<file path="config.mk">
export PLATFORM = sky130hd
export DESIGN_NAME = hilo_unit_flat
export DESIGN_NICKNAME = d
export VERILOG_FILES = /design/src/rtl/mips_pkg.sv /design/src/rtl/hilo_unit_if.sv /design/src/rtl/hilo_regs.sv /design/src/rtl/hilo_unit.sv /design/src/flat_wrapper.sv
export SDC_FILE = /design/constraint.sdc
export NUM_CORES = 1
export LEC_CHECK = 0
export ABC_CLOCK_PERIOD_IN_PS = 1500
export BUFFER_PORTS_ARGS = -buffer_cell sky130_fd_sc_hd__buf_4
export CAP_MARGIN = 20
export CORE_AREA = 10 10 142 144
export DETAILED_ROUTE_END_ITERATION = 12
export DIE_AREA = 0 0 152 154
export PLACE_DENSITY = 0.76
export SYNTH_ARGS = -nofsm -noshare
export SYNTH_HDL_FRONTEND = slang
export SYNTH_HIERARCHICAL = 1
export SYNTH_SLANG_ARGS = --single-unit
</file>
<file path="constraint.sdc">
create_clock -name clk -period 1.5 [get_ports clk]
set_input_delay 0.075 -clock clk [delete_from_list [all_inputs] [get_ports clk]]
set_output_delay 0.075 -clock clk [all_outputs]
set_load 0.02 [all_outputs]
</file>
<file path="src/rtl/mips_pkg.sv">
// Shared ALU opcode map, datapath width and HI/LO sequencer state encoding.
package mips_pkg;

  localparam int DATA_WIDTH = 32;

  localparam logic [4:0] OP_ADD   = 5'd0;
  localparam logic [4:0] OP_ADDU  = 5'd1;
  localparam logic [4:0] OP_SUB   = 5'd2;
  localparam logic [4:0] OP_SUBU  = 5'd3;
  localparam logic [4:0] OP_AND   = 5'd4;
  localparam logic [4:0] OP_OR    = 5'd5;
  localparam logic [4:0] OP_XOR   = 5'd6;
  localparam logic [4:0] OP_NOR   = 5'd7;
  localparam logic [4:0] OP_SLL   = 5'd8;
  localparam logic [4:0] OP_SRL   = 5'd9;
  localparam logic [4:0] OP_SRA   = 5'd10;
  localparam logic [4:0] OP_MULT  = 5'd11;
  localparam logic [4:0] OP_MULTU = 5'd12;
  localparam logic [4:0] OP_DIV   = 5'd13;
  localparam logic [4:0] OP_DIVU  = 5'd14;
  localparam logic [4:0] OP_SLT   = 5'd15;
  localparam logic [4:0] OP_SLTU  = 5'd16;

  localparam logic [0:0] ST_IDLE = 1'b0;
  localparam logic [0:0] ST_BUSY = 1'b1;

  function automatic logic is_div(input logic [4:0] op);
    return (op == OP_DIV) || (op == OP_DIVU);
  endfunction

  function automatic logic is_muldiv(input logic [4:0] op);
    return (op == OP_MULT) || (op == OP_MULTU) || is_div(op);
  endfunction

endpackage

</file>
<file path="src/rtl/hilo_unit_if.sv">
// EX-stage side of the HI/LO unit: op issue, MT/MF requests and status.
interface hilo_unit_if import mips_pkg::*; #(parameter int data_width = DATA_WIDTH);

  logic                  start;
  logic [4:0]            alu_opcode;
  logic [data_width-1:0] alu_result;
  logic [data_width-1:0] alu_hi;
  logic [data_width-1:0] in_s2;
  logic                  mthi;
  logic                  mtlo;
  logic [data_width-1:0] mt_data;
  logic                  mf_req;
  logic                  mf_sel;
  logic [data_width-1:0] mf_data;
  logic                  stall;
  logic                  busy;
  logic                  div_zero;
  logic [data_width-1:0] hi_out;
  logic [data_width-1:0] lo_out;

  modport master (
    output start, alu_opcode, alu_result, alu_hi, in_s2,
    output mthi, mtlo, mt_data, mf_req, mf_sel,
    input  mf_data, stall, busy, div_zero, hi_out, lo_out
  );

  modport slave (
    input  start, alu_opcode, alu_result, alu_hi, in_s2,
    input  mthi, mtlo, mt_data, mf_req, mf_sel,
    output mf_data, stall, busy, div_zero, hi_out, lo_out
  );

endinterface

</file>
<file path="src/rtl/hilo_regs.sv">
// Architectural HI/LO pair: MT writes from IDLE, whole-pair commit from the sequencer.
module hilo_regs import mips_pkg::*; #(
  parameter int data_width = DATA_WIDTH
) (
  input  logic                  clk,
  input  logic                  rst_n,
  input  logic                  mt_hi_we,
  input  logic                  mt_lo_we,
  input  logic [data_width-1:0] mt_data,
  input  logic                  commit_we,
  input  logic [data_width-1:0] commit_hi,
  input  logic [data_width-1:0] commit_lo,
  input  logic                  rd_sel,
  output logic [data_width-1:0] hi,
  output logic [data_width-1:0] lo,
  output logic [data_width-1:0] rd_data
);

  logic [data_width-1:0] hi_q, hi_d;
  logic [data_width-1:0] lo_q, lo_d;

  always_comb begin
    hi_d = hi_q;
    lo_d = lo_q;
    if (mt_hi_we) hi_d = mt_data;
    if (mt_lo_we) lo_d = mt_data;
    if (commit_we) begin
      hi_d = commit_hi;
      lo_d = commit_lo;
    end
  end

  always_ff @(posedge clk) begin
    if (!rst_n) begin
      hi_q <= '0;
      lo_q <= '0;
    end else begin
      hi_q <= hi_d;
      lo_q <= lo_d;
    end
  end

  // read sees the pre-edge value, so a same-cycle MT is not forwarded
  assign rd_data = rd_sel ? hi_q : lo_q;
  assign hi      = hi_q;
  assign lo      = lo_q;

endmodule

</file>
<file path="src/rtl/hilo_unit.sv">
// HI/LO capture for mult/div with a latency window, interlock and divide-by-zero suppression.
module hilo_unit import mips_pkg::*; #(
  parameter int data_width = DATA_WIDTH,
  parameter int MULT_LAT   = 4,
  parameter int DIV_LAT    = 12
) (
  input logic       clk,
  input logic       rst_n,
  hilo_unit_if.slave bus
);

  localparam int MAX_LAT = (MULT_LAT > DIV_LAT) ? MULT_LAT : DIV_LAT;
  localparam int CNT_W   = $clog2(MAX_LAT + 1);

  logic [0:0]            state_q, state_d;
  logic [CNT_W-1:0]      cnt_q, cnt_d;
  logic [data_width-1:0] shadow_hi_q, shadow_hi_d;
  logic [data_width-1:0] shadow_lo_q, shadow_lo_d;
  logic                  dz_q, dz_d;
  logic                  div_zero_q, div_zero_d;
  logic [data_width-1:0] mf_data_q, mf_data_d;

  logic                  is_idle, is_busy, md_op, accept, commit;
  logic [data_width-1:0] rd_data, hi_val, lo_val;

  assign is_idle = (state_q == ST_IDLE);
  assign is_busy = (state_q == ST_BUSY);
  assign md_op   = is_muldiv(bus.alu_opcode);
  assign accept  = is_idle && bus.start && md_op;
  assign commit  = is_busy && (cnt_q == CNT_W'(1));

  always_comb begin
    state_d     = state_q;
    cnt_d       = cnt_q;
    shadow_hi_d = shadow_hi_q;
    shadow_lo_d = shadow_lo_q;
    dz_d        = dz_q;
    if (is_idle) begin
      if (accept) begin
        state_d     = ST_BUSY;
        shadow_hi_d = bus.alu_hi;
        shadow_lo_d = bus.alu_result;
        dz_d        = is_div(bus.alu_opcode) && (bus.in_s2 == '0);
        cnt_d       = is_div(bus.alu_opcode) ? CNT_W'(DIV_LAT) : CNT_W'(MULT_LAT);
      end
    end else begin
      cnt_d = cnt_q - CNT_W'(1);
      if (commit) state_d = ST_IDLE;
    end
    div_zero_d = commit && dz_q;
    mf_data_d  = (is_idle && bus.mf_req) ? rd_data : mf_data_q;
  end

  always_ff @(posedge clk) begin
    if (!rst_n) begin
      state_q     <= ST_IDLE;
      cnt_q       <= '0;
      shadow_hi_q <= '0;
      shadow_lo_q <= '0;
      dz_q        <= 1'b0;
      div_zero_q  <= 1'b0;
      mf_data_q   <= '0;
    end else begin
      state_q     <= state_d;
      cnt_q       <= cnt_d;
      shadow_hi_q <= shadow_hi_d;
      shadow_lo_q <= shadow_lo_d;
      dz_q        <= dz_d;
      div_zero_q  <= div_zero_d;
      mf_data_q   <= mf_data_d;
    end
  end

  hilo_regs #(.data_width(data_width)) u_regs (
    .clk       (clk),
    .rst_n     (rst_n),
    .mt_hi_we  (is_idle && bus.mthi),
    .mt_lo_we  (is_idle && bus.mtlo),
    .mt_data   (bus.mt_data),
    .commit_we (commit && !dz_q),
    .commit_hi (shadow_hi_q),
    .commit_lo (shadow_lo_q),
    .rd_sel    (bus.mf_sel),
    .hi        (hi_val),
    .lo        (lo_val),
    .rd_data   (rd_data)
  );

  assign bus.busy     = is_busy;
  assign bus.stall    = is_busy && (bus.mf_req || bus.mthi || bus.mtlo || (bus.start && md_op));
  assign bus.div_zero = div_zero_q;
  assign bus.mf_data  = mf_data_d;
  assign bus.hi_out   = hi_val;
  assign bus.lo_out   = lo_val;

endmodule

</file>
<file path="src/flat_wrapper.sv">
// flat-port wrapper written by rule: the top's interface ports become plain ports
module hilo_unit_flat import mips_pkg::*;
#(
  parameter int data_width = DATA_WIDTH,
  parameter int MULT_LAT   = 4,
  parameter int DIV_LAT    = 12
)
  (clk, rst_n, bus_start, bus_alu_opcode, bus_alu_result, bus_alu_hi, bus_in_s2, bus_mthi, bus_mtlo, bus_mt_data, bus_mf_req, bus_mf_sel, bus_mf_data, bus_stall, bus_busy, bus_div_zero, bus_hi_out, bus_lo_out);
  hilo_unit_if #(.data_width(data_width)) bus_i ();
  input logic clk;
  input logic rst_n;
  input wire logic [$bits(bus_i.start)-1:0] bus_start;
  input wire logic [$bits(bus_i.alu_opcode)-1:0] bus_alu_opcode;
  input wire logic [$bits(bus_i.alu_result)-1:0] bus_alu_result;
  input wire logic [$bits(bus_i.alu_hi)-1:0] bus_alu_hi;
  input wire logic [$bits(bus_i.in_s2)-1:0] bus_in_s2;
  input wire logic [$bits(bus_i.mthi)-1:0] bus_mthi;
  input wire logic [$bits(bus_i.mtlo)-1:0] bus_mtlo;
  input wire logic [$bits(bus_i.mt_data)-1:0] bus_mt_data;
  input wire logic [$bits(bus_i.mf_req)-1:0] bus_mf_req;
  input wire logic [$bits(bus_i.mf_sel)-1:0] bus_mf_sel;
  output wire logic [$bits(bus_i.mf_data)-1:0] bus_mf_data;
  output wire logic [$bits(bus_i.stall)-1:0] bus_stall;
  output wire logic [$bits(bus_i.busy)-1:0] bus_busy;
  output wire logic [$bits(bus_i.div_zero)-1:0] bus_div_zero;
  output wire logic [$bits(bus_i.hi_out)-1:0] bus_hi_out;
  output wire logic [$bits(bus_i.lo_out)-1:0] bus_lo_out;
  assign bus_i.start = bus_start;
  assign bus_i.alu_opcode = bus_alu_opcode;
  assign bus_i.alu_result = bus_alu_result;
  assign bus_i.alu_hi = bus_alu_hi;
  assign bus_i.in_s2 = bus_in_s2;
  assign bus_i.mthi = bus_mthi;
  assign bus_i.mtlo = bus_mtlo;
  assign bus_i.mt_data = bus_mt_data;
  assign bus_i.mf_req = bus_mf_req;
  assign bus_i.mf_sel = bus_mf_sel;
  assign bus_mf_data = bus_i.mf_data;
  assign bus_stall = bus_i.stall;
  assign bus_busy = bus_i.busy;
  assign bus_div_zero = bus_i.div_zero;
  assign bus_hi_out = bus_i.hi_out;
  assign bus_lo_out = bus_i.lo_out;
  hilo_unit #(.data_width(data_width), .MULT_LAT(MULT_LAT), .DIV_LAT(DIV_LAT)) u_core (.clk(clk), .rst_n(rst_n), .bus(bus_i));
endmodule
</file>
# After elaboration in Yosys (flattened, before gate mapping)
# Index checks and enable logic that the tools add are counted.
[totals] ff_bits=167
[op_classes] add_sub_neg=1 eq_ne=5 n_mux=12 bitwise=1 n_reduce_logical=23
[ops] operator="$mux 32" n=6
[ops] operator="$logic_not 32->1" n=1
[ops] operator="$eq 5x4->1 const B" n=4
[ops] operator="$mux 4" n=3
[ops] operator="$logic_and 1x1->1" n=11
[ops] operator="$logic_or 1x1->1" n=6
[ops] operator="$reduce_bool 2->1" n=3
[ops] operator="$eq 4x1->1 const B" n=1
[ops] operator="$sub 4x1->4 const B" n=1
[ops] operator="$mux 1" n=3
[ops] operator="$reduce_and 2->1" n=1
[ops] operator="$logic_not 1->1" n=1
[ops] operator="$not 1->1" n=1

# Logic depth before layout (Yosys ltp)
# Gate-level depths: netlist (run 1).
[depth] word_depth=6 depth_mapped=8 ltp_nobuf=6

# By module
# Netlist (run 1), hierarchy kept.
[by_module_without_submodules] module="hilo_unit" n_inst=1 cells_per_inst=443 area_per_inst_um2=4095.2
[by_module_without_submodules] module="hilo_regs" n_inst=1 cells_per_inst=321 area_per_inst_um2=3923.8

# Least setup slack after synthesis (run 1)
# OpenSTA, ideal clock, no wires.
[synth_timing] path_kind="reg2reg" start="register u_core.state_q, in the netlist u_core/bus.busy" end="register u_core.u_regs.hi_q[0], in the netlist u_core/u_regs/hi[0]" setup_ns=0.116 arrival_ns=1.575 required_time_ns=1.384 slack_ns=-0.192 path_stages_with_launch=7 path_buffers=3 path_cell_list="dfxtp_1 clkbuf_1 nor2b_1 buf_6 buf_12 mux2_4 o211a_1"
[synth_via] elab_chain_cells=3 elab_cells_between_ends=6
[synth_lines] element="start: declaration" line_no="hilo_unit.sv:15" text="logic [0:0] state_q, state_d;"
[synth_lines] element="start signal: assignment" line_no="hilo_unit.sv:64" text="state_q <= state_d;"
[synth_lines] element="$logic_and 1x1->1 or $not 1->1 (tied branches)"
[synth_lines] element="$logic_and 1x1->1 (on tied branches)" line_no="hilo_unit.sv:80, hilo_unit.sv:77"
[synth_lines] element="$mux 32 or $reduce_bool 2->1 (tied branches)"
[synth_lines] element="end signal: assignment" line_no="hilo_regs.sv:38" text="hi_q <= hi_d;"
[synth_lines] element="end: declaration" line_no="hilo_regs.sv:19" text="logic [data_width-1:0] hi_q, hi_d;"
# Several ways; a longest one is shown, not always the timed one.
# A chain may end at the register's enable or synchronous reset.

# Worst setup path in the final report (run 1)
# Same ends and word-level chain as after synthesis.

==> flow_summary.ini, run 1 <==
[worst_setup_path]
path_class = register to register
cpMostUsedCell = buf_12
slowest_stage = dfxtp_4
path_max_fanout = 6
regToRegSetupSlack_ps = -310
cpPeakStageDelay_ps = 360
startpoint_type = register
arrival_ps = 2120
required_ps = 1810
worstPathCellList = buf_6 > buf_12 > nand4bb_4 > nor2_4 > buf_12 > clkbuf_16 > or2b_1 > o211a_1
cp-end-kind = register

[power]
comb_power_share = 0.210
p_sw_uw = 3026
switching_share = 0.2510
ir_worst_vdd_mv = 0.8958
clockPowerShare = 0.395
power_frac_seq = 0.396
leakagePower_uw = 0.006665
p_int_uw = 9029
p_total_uw = 12060
pwr_density_cell_nw_per_um2 = 875.0

[detailed_routing]
drt_wl_total_mm = 31.63
wl_per_cell_microns = 22.96
dr_total_vias = 7427
dr.pass1.iters = 5
ant_nets = 0
drc = 0
routed_via_density = 5.390
drt-initial-drc-count = 505

[clock_tree]
worstSkewPairLatency_ps = 430
cts_tree = built
path_clk_slew_ps = 70
clock_sinks = 167
clock-root-buffer = clkbuf_16
cts_inserted_buffers = 17
clk_path_buf_depth = 2
htreeDepth = 4

[yosys]
synthFlopType = dfxtp_1
ys_seq_elements = 167
synth_most_common_cell = dfxtp_1
synth_cell_types = 41
synthesis.area_sq_um = 8019
postSynth.asyncResetShare = 0
syn_avg_cell_area_sq_um = 10.50
synth_fp_nets = 906
netlist_instances = 764
synth-edff-count = 0
synth_commonest_cells = 167 x dfxtp_1, 131 x nand2_1, 66 x a21boi_1, 65 x o211a_1, 60 x mux2_4
synth_top_area_cell = dfxtp_1
synth_top_area_frac = 0.4169
yosysWarnings = 6
synth_seq_area_share = 0.4169
synth_area_leaders = dfxtp_1 42%, mux2_4 11%, o211a_1 8.1%, a21boi_1 6.2%, nand2_1 6.1%

[floorplanning]
die_y_microns = 154
pin_count = 239
die_x_microns = 152
dieArea_sq_um = 23410
core_sq_um = 17180
start_util = 0.4669
row_count = 48

[layout]
final_area_sq_um = 13780
seq_area_sq_um = 3349
layout.nets = 1283
n_antenna_cell = 0
area_growth_pct = 71.82
finish.utilization = 0.8022
drive_gt1_frac = 0.5291
layoutNonFillerInstCount = 1378
multi_input_area_sq_um = 5064
nFillCells = 957

[timing]
final_hold_viol_count = 0
rsz0062_at_grt = yes
worst_slack_ps = -308.2
max_freq_ghz = 0.5530
setup_viol = 163
layout_min_cycle_time_ps = 1808
finalMaxSlewViolations = 0
post-route-period-util = 1.205
fin_worst_skew_ps = 18.71
maxSlewHeadroom = 0.5607
tns_ps = -35300
worst_slew_pin_slew_ps = 659.0

[placement]
io_buffers = 238
gp_congestion = 0.8194
dp_cells = 1200
place_area_sq_um = 10180
dp_hpwl_mm = 15.45

[outcome]
violations = setup timing
status = finished with violations

[global_routing]
antenna_found_initial = 0
overflow = 0
grt_max_degree = 169
grt_pass1_vias = 7678
grt_pass1_wl_mm = 44.11
track_usage = 0.2316

[job]
drv_cap = 0

[min_path]
hold_class = input pin to register
## metal layers
| metal | part of all wire | wire length, microns | track usage | vias up |
|---|---|---|---|---|
| met5 | 0 | 0 | 0 | - |
| met4 | 0.029 | 907 | 0.08161 | 0 |
| met3 | 0.055 | 1739 | 0.05467 | 60 |
| met2 | 0.52 | 16500 | 0.4102 | 297 |
| met1 | 0.39 | 12490 | 0.2661 | 3658 |
| li1 | - | - | - | 3412 |
## timing repair
action                     4_1_cts  5_1_grt
pin swaps                        4       79
hold buffers                    86        0
resized for setup              102      190
gates cloned                    20       16
hold endpoints to repair        89        0
buffers inserted                21       18
setup endpoints to repair      108      165
## power groups by stage
| stage | combinational (uW) | sequential [uW] | clock [uW] |
|---|---|---|---|
| finish | 2530 | 4770 | 4760 |
| global route | 2640 | 4790 | 4990 |
| CTS | 2370 | 4750 | 4810 |
| detailed placement | 1830 | 4850 | 0 |
| global placement | 1810 | 4840 | 0 |
| floorplan | 930 | 4950 | 0 |
## metrics by stage
stage / setup slack [ps] / hold slack (ps)
finish: -308.2 / 14.13
global route: -342.1 / 12.22
CTS: -264.4 / 0.3275
detailed placement: -112.1 / 331.5
global placement: -60.76 / 322.6
floorplan: -37.29 / 209.8
## area by class of cell
type | count | share of cell area
well taps | 225 | 0.02043
clock inverters | 10 | 0.01226
multi-input cells | 533 | 0.3675
flip-flops and latches | 167 | 0.2431
repair buffers | 420 | 0.3220
clock buffers | 21 | 0.03414
inverters | 2 | 0.0005449
## worst paths after layout
check | cells past startpoint | end | startpoint
max | 8 | u_core/u_regs/hi[0]$_SDFFE_PN0P_ | u_core/bus.busy$_SDFF_PN0_
min | 3 | u_core/u_regs/lo[14]$_SDFFE_PN0P_ | bus_mt_data[14]
max reg2reg | 8 | u_core/u_regs/hi[0]$_SDFFE_PN0P_ | u_core/bus.busy$_SDFF_PN0_
min reg2reg | 2 | u_core/shadow_lo_q[11]$_SDFFE_PN0P_ | u_core/shadow_lo_q[11]$_SDFFE_PN0P_
## critical path, delay by kind of cell, from the launching register on
family | cells | cell delay, ps
flops | 1 | 360
buf+inv | 4 | 580
compound gates | 1 | 140
simple gates | 3 | 610
## flip-flops by register name, summed over array words and instances (netlist names)
| signal | count |
|---|---|
| u_core/cnt_q | 4 |
| u_core/shadow_lo_q | 32 |
| u_core/mf_data_q | 32 |
| u_core/dz_q | 1 |
| u_core/bus.busy | 1 |
| u_core/u_regs/lo | 32 |
| u_core/bus.div_zero | 1 |
| u_core/u_regs/hi | 32 |
| u_core/shadow_hi_q | 32 |
## logic make-up (layout without fill, tap and decap cells)
group                    count (synthesis)  after routing  synth area share
multiplexers                           128            128            0.2078
AND/OR/NAND/NOR                        262            262            0.1699
adder cells (fa/ha/maj)                  2              2          0.003120
flip-flops                             167            167            0.4169
XOR/XNOR                                 1              1          0.001092
AO/OA/AOI/OAI                          139            140            0.1498
buffers and inverters                   65            453           0.05133
## placed cells by master, fill, tap and decap left out, types with 6 or more instances in the layout
cell type and count:
a21boi_2 31, and2_1 32, buf_6 54, buf_4 220, nand2_1 78, mux2_4 96, buf_12 27, a21boi_1 35
nor4_1 6, o211a_1 65, dfxtp_1 164, or2b_1 33, dlygate4sd3_1 86, nand2b_4 16, nand2_2 19, nand2_4 34
buf_8 8, buf_16 12, nand2b_1 18, mux2_2 30, clkbuf_16 30
Power figures use the tool's default switching activity.
==> run 2: changes to the inputs <==
- ABC_AREA: default -> 1
- CORE_AREA: 10 10 142 144 -> 10 10 139 141
- CTS_BUF_LIST: default -> sky130_fd_sc_hd__clkbuf_2 sky130_fd_sc_hd__clkbuf_4 sky130_fd_sc_hd__clkbuf_8
- DIE_AREA: 0 0 152 154 -> 0 0 149 151
- PLACE_DENSITY: 0.76 -> 0.77
==> flow_summary.ini, run 2 <==
[global_routing]
antenna_found_initial = 0
track_usage = 0.2668
grt_pass1_wl_mm = 47.84
grt_pass1_vias = 9205
overflow = 0
grt_max_degree = 57

[layout]
n_antenna_cell = 0
drive_gt1_frac = 0.4382
nFillCells = 969
final_common_cell = buf_4
area_growth_pct = 69.08
layout_common_cells = 243 x buf_4, 190 x nand2_1, 164 x dfxtp_1
finish.utilization = 0.7981
layout.nets = 1601
layoutNonFillerInstCount = 1692

[floorplanning]
pin_count = 239
start_util = 0.4720
die_x_microns = 149
dieArea_sq_um = 22500
row_count = 47
die_y_microns = 151
core_sq_um = 16470

[detailed_routing]
wl_met3_mm = 2.741
drt-initial-drc-count = 835
drc = 0
wl_met2_mm = 17.84
top_layer = met4
drt_wl_total_mm = 34.43
dr.pass1.iters = 6
wl_met1_mm = 11.93
dr_total_vias = 9169
ant_nets = 0
routed_via_density = 5.419
wl_per_cell_microns = 20.35

[clock_tree]
clock_sinks = 167
cts_inserted_buffers = 17
worstSkewPairLatency_ps = 470
cts_tree = built
clk_path_buf_depth = 2
path_clk_slew_ps = 90
htreeDepth = 4
clock-root-buffer = clkbuf_8

[timing]
worst_slew_pin_slew_ps = 392.8
hold_ws_ps = 57.60
fin_worst_skew_ps = 21.39
setup_viol = 99
finalMaxSlewViolations = 0
maxSlewHeadroom = 0.7382
layout_min_cycle_time_ps = 1758
post-route-period-util = 1.172
rsz0062_at_grt = yes
tns_ps = -16360
worst_slack_ps = -258.4
max_freq_ghz = 0.5687
final_hold_viol_count = 0

[worst_setup_path]
arrival_ps = 2180
path_class = register to register
r2r_cells = 12
r2r_end = u_core/u_regs/lo[5]$_SDFFE_PN0P_
path_max_fanout = 6
startpoint_type = register
regToRegSetupSlack_ps = -260
cp-end-kind = register
r2r_start = u_core/cnt_q[1]$_SDFFE_PN0P_
required_ps = 1920

[yosys]
synth_top_area_frac = 0.4301
synthFlopType = dfxtp_1
synth_most_common_cell = nand2_1
synth_commonest_cells = 245 x nand2_1, 167 x dfxtp_1, 142 x inv_1, 133 x nand3_1, 133 x nor2_1
synth-edff-count = 0
yosysWarnings = 6
synth_cell_types = 31
ys_seq_elements = 167
synth_area_leaders = dfxtp_1 43%, nand2_1 12%, nand3_1 8.6%, inv_1 6.9%, nor2_1 6.4%
synth_seq_area_share = 0.4301
netlist_instances = 1100
synth_top_area_cell = dfxtp_1
syn_avg_cell_area_sq_um = 7.066
postSynth.asyncResetShare = 0
synthesis.area_sq_um = 7772
synth_fp_nets = 1242

[placement]
gp_congestion = 0.8321
dp_hpwl_mm = 17.47
dp_cells = 1528
place_ws_ps = -48.07
io_buffers = 238

[power]
ir_worst_vdd_mv = 0.5340
leakagePower_uw = 0.006714
pwr_density_cell_nw_per_um2 = 871.2

[min_path]
hold_start = bus_in_s2[24]
hold_class = input pin to register
hold_end = u_core/dz_q$_SDFFE_PN0P_
whs_path_depth = 8

[outcome]
violations = setup timing
status = finished with violations

[job]
drv_cap = 0
-- run 2: cell types whose count changed after synthesis, sizes merged, moves of 6 or more --
cell    change
nor2      +189
inv       +143
nand3     +132
nand2     +116
mux2       -96
o21ai      +95
a21boi     -67
o211a      -65
nand2b     -34
or2b       -33
and2       -32
buf         +6
nor4        -6
-- run 2: worst max-delay path by stage --
stage / depth (start not counted) / startpoint / to
finish: 12 / u_core/cnt_q[1]$_SDFFE_PN0P_ / u_core/u_regs/lo[5]$_SDFFE_PN0P_
CTS: 11 / u_core/cnt_q[1]$_SDFFE_PN0P_ / u_core/u_regs/lo[30]$_SDFFE_PN0P_
floorplan: 9 / u_core/bus.busy$_SDFF_PN0_ / u_core/u_regs/hi[0]$_SDFFE_PN0P_
detailed placement: 11 / u_core/cnt_q[1]$_SDFFE_PN0P_ / u_core/u_regs/hi[0]$_SDFFE_PN0P_
global placement: 11 / u_core/cnt_q[1]$_SDFFE_PN0P_ / u_core/u_regs/hi[1]$_SDFFE_PN0P_
global route: 12 / u_core/cnt_q[1]$_SDFFE_PN0P_ / u_core/u_regs/lo[5]$_SDFFE_PN0P_
-- run 2: area by class of cell --
type / instances / area, sq um / area share
Multi-Input combinational cell: 719 / 4418 / 0.3362
Timing Repair Buffer: 408 / 4086 / 0.3110
Sequential cell: 167 / 3347 / 0.2547
Inverter: 146 / 575.6 / 0.04380
Tap cell: 220 / 275.3 / 0.02095
Clock buffer: 22 / 271.5 / 0.02066
Clock inverter: 10 / 167.7 / 0.01276
-- run 2: critical path, stage by stage (launching register included) --
cell     delay [ps]
dfxtp_2         330
inv_2            80
ha_4            130
nand4_1         160
nor2_4          170
buf_6           150
buf_8           140
buf_12          120
buf_12          120
nand2_2          60
nand3_2         100
nand2_2          90
inv_2            50
-- run 2: power breakdown --
| group | internal, uW | switching [uW] | total, uW |
|---|---|---|---|
| Clock | 1920 | 1730 | 3650 |
| Sequential | 4680 | 201 | 4890 |
| Combinational | 1380 | 1530 | 2920 |
-- run 2: cells by family after synthesis --
group	count (synthesis)	synth area share
and+or+nand+nor	582	0.3278
buffers and inverters	214	0.1260
DFF	167	0.4301
AOI/OAI and AO/OA	103	0.06648
muxes	32	0.04636
adders and majority gates	2	0.003219
-- run 2: metal layers --
metal | global-route usage | vias to the layer above
met1 | 0.2765 | 4298
met5 | 0 | -
li1 | - | 4141
met4 | 0.1600 | 0
met3 | 0.06653 | 162
met2 | 0.4789 | 568
-- run 2: timing repair --
| item | in CTS | in global routing |
|---|---|---|
| hold buffers | 97 | 0 |
| pin swaps | 19 | 30 |
| gates resized for setup | 161 | 166 |
| endpoints found under the hold margin | 128 | 0 |
| endpoints found under the setup margin | 96 | 153 |
| buffers inserted | 12 | 8 |
| gates cloned | 14 | 5 |
-- run 2: per-stage QoR --
stage | total power, uW | instance area, sq um
detailed placement | 6993 | 10010
floorplan | 6028 | 7776
global placement | 6943 | 10010
finish | 11450 | 13140
CTS | 11030 | 12480
global route | 11810 | 13140
==> run 3: changes to the inputs <==
- ABC_CLOCK_PERIOD_IN_PS: 1500 -> 1950
- CORE_AREA: 10 10 139 141 -> 10 10 136 138
- DIE_AREA: 0 0 149 151 -> 0 0 146 148
- GPL_ROUTABILITY_DRIVEN: default -> 0
- clock period: 1.5 -> 1.95 ns (I/O delays scaled with it)
==> flow_summary.ini, run 3 (same netlist as run 2, synthesis figures left out) <==
[global_routing]
grt_max_degree = 70
grt_pass1_wl_mm = 40.93
antenna_found_initial = 3
overflow = 0
track_usage = 0.2308
grt_pass1_vias = 8068

[layout]
nFillCells = 1240
final_common_cell = buf_4
final_area_sq_um = 11150
seq_area_sq_um = 3347
drive_gt1_frac = 0.2813
layout_common_cells = 255 x buf_4, 245 x nand2_1, 166 x dfxtp_1
layoutNonFillerInstCount = 1641
layout.nets = 1552
area_growth_pct = 43.42
finish.utilization = 0.7094
multi_input_area_sq_um = 3501

[clock_tree]
cts_inserted_buffers = 17
clock-root-buffer = clkbuf_8
clock_sinks = 167
path_clk_slew_ps = 80
worstSkewPairLatency_ps = 460
htreeDepth = 4
clk_path_buf_depth = 2
cts_tree = built

[worst_setup_path]
cp-end-kind = output pin
startpoint_type = register
path_class = register to output pin
cpPeakStageDelay_ps = 380
regToRegSetupSlack_ps = 160
worstPathCellList = inv_2 > nand2_8 > buf_12 > o21ai_0 > inv_1 > buf_4
slowest_stage = dfxtp_4
arrival_ps = 1760
path_max_fanout = 27
required_ps = 1850

[placement]
dp_hpwl_mm = 16.73
place_area_sq_um = 9711
dp_cells = 1510
io_buffers = 238

[floorplanning]
pin_count = 239
core_sq_um = 15710
row_count = 46
dieArea_sq_um = 21610
start_util = 0.4947
die_y_microns = 148
die_x_microns = 146

[power]
power_frac_seq = 0.456
pwr_density_cell_nw_per_um2 = 733.9
leakagePower_uw = 0.005673
p_sw_uw = 2299
p_int_uw = 5881
switching_share = 0.2810
ir_worst_vdd_mv = 0.4582
clockPowerShare = 0.333
comb_power_share = 0.211

[detailed_routing]
routed_via_density = 4.923
wl_per_cell_microns = 15.67
drc = 0
dr.pass1.iters = 5
ant_nets = 0
drt_wl_total_mm = 25.72
drt-initial-drc-count = 582
dr_total_vias = 8079

[timing]
final_hold_viol_count = 0
layout_min_cycle_time_ps = 1857
post-route-period-util = 0.9524
tns_ps = 0
fin_worst_skew_ps = 14.78
finalMaxSlewViolations = 0
worst_slew_pin_slew_ps = 611.2
setup_viol = 0
max_freq_ghz = 0.5385
maxSlewHeadroom = 0.5925

[min_path]
hold_class = input pin to register

[job]
drv_cap = 0

[outcome]
status = completed
run 3: cell count changes in the layout (fill, tap and decap cells not counted), moves of 21 or more:
cell	delta
nand3_1	+85
nand3_2	-82
nand2_1	+55
nand2_2	-35
o21ai_2	-25
o21ai_0	+22
buf_12	-21
run 3: path summary, 6_finish.rpt:
path,start,endpoint,depth (start not counted)
setup / recovery,u_core/bus.busy$_SDFF_PN0_,bus_mf_data[24],6
hold / removal,bus_in_s2[24],u_core/dz_q$_SDFFE_PN0P_,8
setup reg to reg,u_core/cnt_q[1]$_SDFFE_PN0P_,u_core/u_regs/hi[22]$_SDFFE_PN0P_,9
hold reg to reg,u_core/cnt_q[3]$_SDFFE_PN0P_,u_core/cnt_q[3]$_SDFFE_PN0P_,2
run 3: power by group through the flow:
stage | logic (uW) | clock network (uW) | registers, uW
after detailed placement | 1520 | 0 | 3800
final | 1720 | 2730 | 3730
after global routing | 1880 | 2900 | 3750
after global placement | 1500 | 0 | 3800
after CTS | 1690 | 2770 | 3730
after floorplan | 766 | 0 | 3870
run 3: area by class of cell:
cell class                      count  share of cell area
Sequential cell                   167              0.3003
Antenna cell                        3           0.0006735
Timing Repair Buffer              359              0.2719
Tap cell                          216             0.02425
Multi-Input combinational cell    719              0.3141
Inverter                          146             0.04984
Clock inverter                     11             0.01549
Clock buffer                       20             0.02357
run 3: per-stage QoR:
| stage | worst slack (ps) | hold WS [ps] | total power, uW |
|---|---|---|---|
| after floorplan | 328.5 | 242.9 | 4637 |
| after global placement | 293.7 | 337.1 | 5296 |
| after detailed placement | 215.0 | 345.9 | 5326 |
| after CTS | 43.30 | 40.40 | 8191 |
| after global routing | -7.396 | 88.99 | 8530 |
| final | 92.87 | 71.44 | 8180 |
run 3: layer usage:
metal  vias to the layer above  share of wire  routed length (microns)  GRT usage
li1                       4016              -                        -          -
met1                      3690           0.40                    10360     0.2596
met3                        61          0.063                     1632    0.05342
met5                         -              0                        0          0
met2                       312           0.50                    12860     0.4043
met4                         0          0.034                      866     0.1116
run 3: what timing repair did:
action,CTS,global route
setup buffers,0,1
gates resized for setup,4,24
hold endpoints to repair,127,0
hold buffers,96,0
pin swaps,0,1
endpoints found under the setup margin,30,29
run 3: worst max-delay path, delay by kind of cell, from the launching register on:
| kind | cells | cell delay [ps] |
|---|---|---|
| simple gates | 1 | 110 |
| compound gates | 1 | 220 |
| buf+inv | 4 | 600 |
| flops | 1 | 380 |
